$ cat src/rtl/bidir_pkg.sv
// Shared encodings for the half-duplex pin controller and its buffer tests.
// The direction constants match the bidirectional_buffer enable sense.
package bidir_pkg;

    typedef enum logic [1:0] {
        ST_IDLE = 2'd0,
        ST_TX   = 2'd1,
        ST_RX   = 2'd2,
        ST_TURN = 2'd3
    } state_e;

    localparam logic DIR_TX = 1'b1;
    localparam logic DIR_RX = 1'b0;

endpackage

$ cat src/rtl/bidir_bus_ctrl.sv
// Ownership controller for a half-duplex pin: drives bus_oe/bus_out, samples bus_in,
// and inserts a released-bus turnaround after every drive or receive burst.
module bidir_bus_ctrl
    import bidir_pkg::*;
#(
    parameter int WIDTH       = 8,
    parameter int TURN_CYCLES = 2
) (
    input  logic             clk,
    input  logic             rst,
    input  logic             tx_valid,
    input  logic [WIDTH-1:0] tx_data,
    output logic             tx_ready,
    input  logic             rx_req,
    output logic             rx_valid,
    output logic [WIDTH-1:0] rx_data,
    output logic             bus_oe,
    output logic [WIDTH-1:0] bus_out,
    input  logic [WIDTH-1:0] bus_in,
    output logic             busy
);

    localparam int                CNT_W    = $clog2(TURN_CYCLES + 1);
    localparam logic [CNT_W-1:0] CNT_LAST = CNT_W'(TURN_CYCLES - 1);
    localparam logic [CNT_W-1:0] CNT_ONE  = CNT_W'(1);

    state_e           state_q;
    logic             bus_oe_q;
    logic [WIDTH-1:0] bus_out_q;
    logic             rx_valid_q;
    logic [WIDTH-1:0] rx_data_q;
    logic [CNT_W-1:0] cnt_q;

    always_ff @(posedge clk or posedge rst) begin
        if (rst) begin
            state_q    <= ST_IDLE;
            bus_oe_q   <= DIR_RX;
            bus_out_q  <= '0;
            rx_valid_q <= 1'b0;
            rx_data_q  <= '0;
            cnt_q      <= '0;
        end else begin
            rx_valid_q <= 1'b0;
            case (state_q)
                ST_IDLE: begin
                    if (tx_valid) begin
                        state_q   <= ST_TX;
                        bus_oe_q  <= DIR_TX;
                        bus_out_q <= tx_data;
                    end else if (rx_req) begin
                        state_q <= ST_RX;
                    end
                end
                // rx_req is deliberately ignored while driving; the host must wait for IDLE.
                ST_TX: begin
                    if (tx_valid) begin
                        bus_out_q <= tx_data;
                    end else begin
                        state_q  <= ST_TURN;
                        bus_oe_q <= DIR_RX;
                    end
                end
                ST_RX: begin
                    if (rx_req) begin
                        rx_valid_q <= 1'b1;
                        rx_data_q  <= bus_in;
                    end else begin
                        state_q <= ST_TURN;
                    end
                end
                ST_TURN: begin
                    if (cnt_q == CNT_LAST) begin
                        cnt_q   <= '0;
                        state_q <= ST_IDLE;
                    end else begin
                        cnt_q <= cnt_q + CNT_ONE;
                    end
                end
                default: state_q <= ST_IDLE;
            endcase
        end
    end

    assign tx_ready = (state_q == ST_IDLE) || (state_q == ST_TX);
    assign busy     = (state_q != ST_IDLE);
    assign bus_oe   = bus_oe_q;
    assign bus_out  = bus_out_q;
    assign rx_valid = rx_valid_q;
    assign rx_data  = rx_data_q;

endmodule

$ cat config.mk
export PLATFORM = sky130hd
export DESIGN_NAME = bidir_bus_ctrl
export DESIGN_NICKNAME = d
export VERILOG_FILES = /design/src/rtl/bidir_pkg.sv /design/src/rtl/bidir_bus_ctrl.sv
export SDC_FILE = /design/constraint.sdc
export NUM_CORES = 1
export LEC_CHECK = 0
export BUFFER_PORTS_ARGS = -buffer_cell sky130_fd_sc_hd__buf_4
export CAP_MARGIN = 30
export CORE_UTILIZATION = 26
export DETAILED_ROUTE_END_ITERATION = 7
export GPL_ROUTABILITY_DRIVEN = 1
export PLACE_DENSITY_LB_ADDON = 0.2
export SLEW_MARGIN = 20
export SYNTH_ARGS = -nofsm -noshare
export SYNTH_HDL_FRONTEND = slang
export SYNTH_SLANG_ARGS = --single-unit
$ cat constraint.sdc
create_clock -name clk -period 2.2 [get_ports clk]
set_input_delay 0.22 -clock clk [delete_from_list [all_inputs] [get_ports clk]]
set_output_delay 0.22 -clock clk [all_outputs]
set_load 0.01 [all_outputs]
==> impl_metrics.yaml <==
status:
  outcome: "complete, no violations"
global_route:
  grt_overflow: 0
  grt_use_total: 0.0932
  grt_pass1_wl_mm: 2.55
  antenna_found_initial: 0
  grt_pass1_vias: 598
  grt_max_degree: 23
sta:
  tns_ns: 0
  hold_viol: 0
  period_minus_slack_ns: 1.67
  fin_skew_ns: 0.00385
  slew_headroom: 0.753
  grt_setup_unrepaired: "no"
  setup_viol: 0
  drv_slew: 0
  fmaxAchievable_mhz: 599
  min_period_over_period: 0.759
  worstMarginPinSlew_ns: 0.369
power_and_ir_drop:
  p_per_area_nw_per_um2: 1320
  ir_drop_mv: 0.485
  seq_power_share: 0.397
  power.leakage_uw: 0.000660
  switching_share: 0.332
  p_clk_frac: 0.093
  internal_power_uw: 1180
  combPwrFrac: 0.510
  netSwitchingPower_uw: 589
die:
  pin_count: 40
  rows: 21
  die-area_um2: 3830
  start_util: 0.275
  die_h_um: 61.9
  die_x_um: 61.9
  coreArea_um2: 3390
logic_synthesis:
  synth_area_per_cell_um2: 13.9
  syn_area_um2: 932
  synthXorXnorAreaFrac: 0.00940
  synthCells: 67
  yosysTopAreaCellShare: 0.591
  synthTopCellsByArea: "dfrtp_1 (59%), mux2_2 (19%), ha_1 (5.4%)"
  ys_seq_area_frac: 0.591
  synth_compound_area_frac: 0.0819
  synth_warnings: 0
  synthAdderAreaFrac: 0.0537
  synth_top_family_by_area: "multiplexers"
  synth.largest_area_cell: "dfrtp_1"
  synth_mux_area_frac: 0.193
  ys_ff_latch: 22
  synth_cell_types: 18
  synth_fp_nets: 91
  synthSimpleGateAreaFrac: 0.0430
clocking:
  cts_tree: "done"
  cts_buffer_depth: 2
  cts_setup_buffers: 0
  cts.sinks: 22
  clkTransAtPathRegs_ns: 0.10
  cts_buffers: 3
  htreeDepth: 1
  cts-root-buf: "clkbuf_4"
  clk_latency_ns: 0.29
detailed_routing:
  ant_nets: 0
  drt_wl_total_mm: 1.66
  drtPass1Iterations: 4
  drcViolationCount: 0
  wl_per_cell_um: 10.6
  dr_total_vias: 668
  drtIter0Drc: 14
  vias_per_cell: 4.25
worst_setup_path:
  path_depth: 4
  path_max_fanout: 6
  slowest_delay_ns: 0.41
  critical_path.top_delay_family: "flip-flops"
  worstSetupPathType: "register to output pin"
  rr_worst_depth: 5
  r2r_start: "state_q[0]"
  startpoint: "state_q[0]"
  worstPathRequired_ns: 1.98
  reg2reg_to: "bus_out[3]"
  cp.arrival_ns: 1.45
  timing.critical_path.buf_inv: 2
  rrSetupSlack_ns: 0.53
  start_kind: "register"
  critPathCapture: "tx_ready"
  slowest_stage: "dfrtp_1"
  crit_chain: "inv_1 -> ha_1 -> or2_4 -> buf_4"
  crit_path_end_kind: "output pin"
finish:
  nNetsFinal: 137
  post-route-util: 0.396
  drive_gt1_frac: 0.559
  layout_common_cells: "buf_4 (39), dfrtp_1 (22), mux2_2 (16)"
  final_common_cell: "buf_4"
  syn2layout_area_growth_pct: 44.0
  diodes: 0
placement:
  gp_congestion: 0.778
  portBuffers: 39
  dp_hpwl_mm: 1.29
run:
  cap_violations: 0
min_path:
  hp-class: "primary input to register"
  hold_start: "tx_data[0]"
cell families after synthesis:
family	count (synthesis)
compound gates	11
xor+xnor	1
fa+ha+maj	4
buf+inv	7
flops	22
mux	16
simple gates	6
through the flow:
stage | total power, µW | cells | hold WS (ns) | worst slack [ns] | cell area (µm²)
floorplan | 1230 | 67 | 0.209 | 0.650 | 932
global placement | 1610 | 152 | 0.439 | 0.601 | 1280
detailed placement | 1620 | 152 | 0.438 | 0.542 | 1280
CTS | 1800 | 155 | 0.0970 | 0.500 | 1310
global route | 1930 | 157 | 0.132 | 0.424 | 1340
finish | 1770 | 157 | 0.154 | 0.530 | 1340
flip-flops by register name, indices dropped and copies added (netlist names):
register  cells
bus_out       8
rx_data       8
cnt_q         2
state_q       2
bus_oe        1
rx_valid      1
worst min-delay path by stage:
stage | depth (start not counted) | end
after CTS | 2 | bus_out[1]
final | 2 | bus_out[0]
after detailed placement | 2 | bus_out[1]
after floorplan | 1 | bus_oe
after global routing | 2 | rx_data[3]
after global placement | 2 | bus_out[1]
power by group through the flow:
stage / combinational [µW] / sequential (µW) / clock [µW]
4_1_cts: 913 / 708 / 182
3_3_place_gp: 902 / 709 / 0
6_report: 905 / 704 / 164
2_1_floorplan: 445 / 782 / 0
3_5_place_dp: 911 / 714 / 0
5_1_grt: 1000 / 730 / 196
synthesized netlist by cell type, drive strengths merged:
library cell and number:
a211oi 1, nor3b 1, nand2b 1, a2bb2oi 1
or2 1, ha 4, nand2 2, o2bb2ai 1
a21boi 1, a21oi 2, nand3b 1, inv 7
xor2 1, dfrtp 22, o21ai 4, a22o 1
mux2 16
worst register-to-register path, delay by kind of cell (launching register included):
| kind | cells | cell delay, ns |
|---|---|---|
| fa+ha+maj | 1 | 0.26 |
| buf+inv | 1 | 0.08 |
| mux | 1 | 0.36 |
| flops | 1 | 0.41 |
| simple gates | 2 | 0.45 |
area by class of cell:
| class | count | area, µm² |
|---|---|---|
| timing repair buffer | 41 | 330 |
| fill | 331 | 2050 |
| tap | 46 | 57.6 |
| multi-input combinational | 38 | 355 |
| inverter | 7 | 26.3 |
| sequential | 22 | 551 |
| clock buffer | 3 | 22.5 |
layer usage:
layer | wire (µm) | vias up | GRT usage
met2 | 766 | 21 | 0.132
met1 | 746 | 326 | 0.125
met5 | 0 | - | 0
met3 | 126 | 2 | 0.0269
met4 | 22 | 0 | 0.0571
li1 | - | 319 | -
timing repair:
action,in CTS,in global routing
gates resized for setup,0,0
setup endpoints to repair,0,0
hold buffers,0,1
endpoints found under the hold margin,0,3
Power figures use the tool's default switching activity.
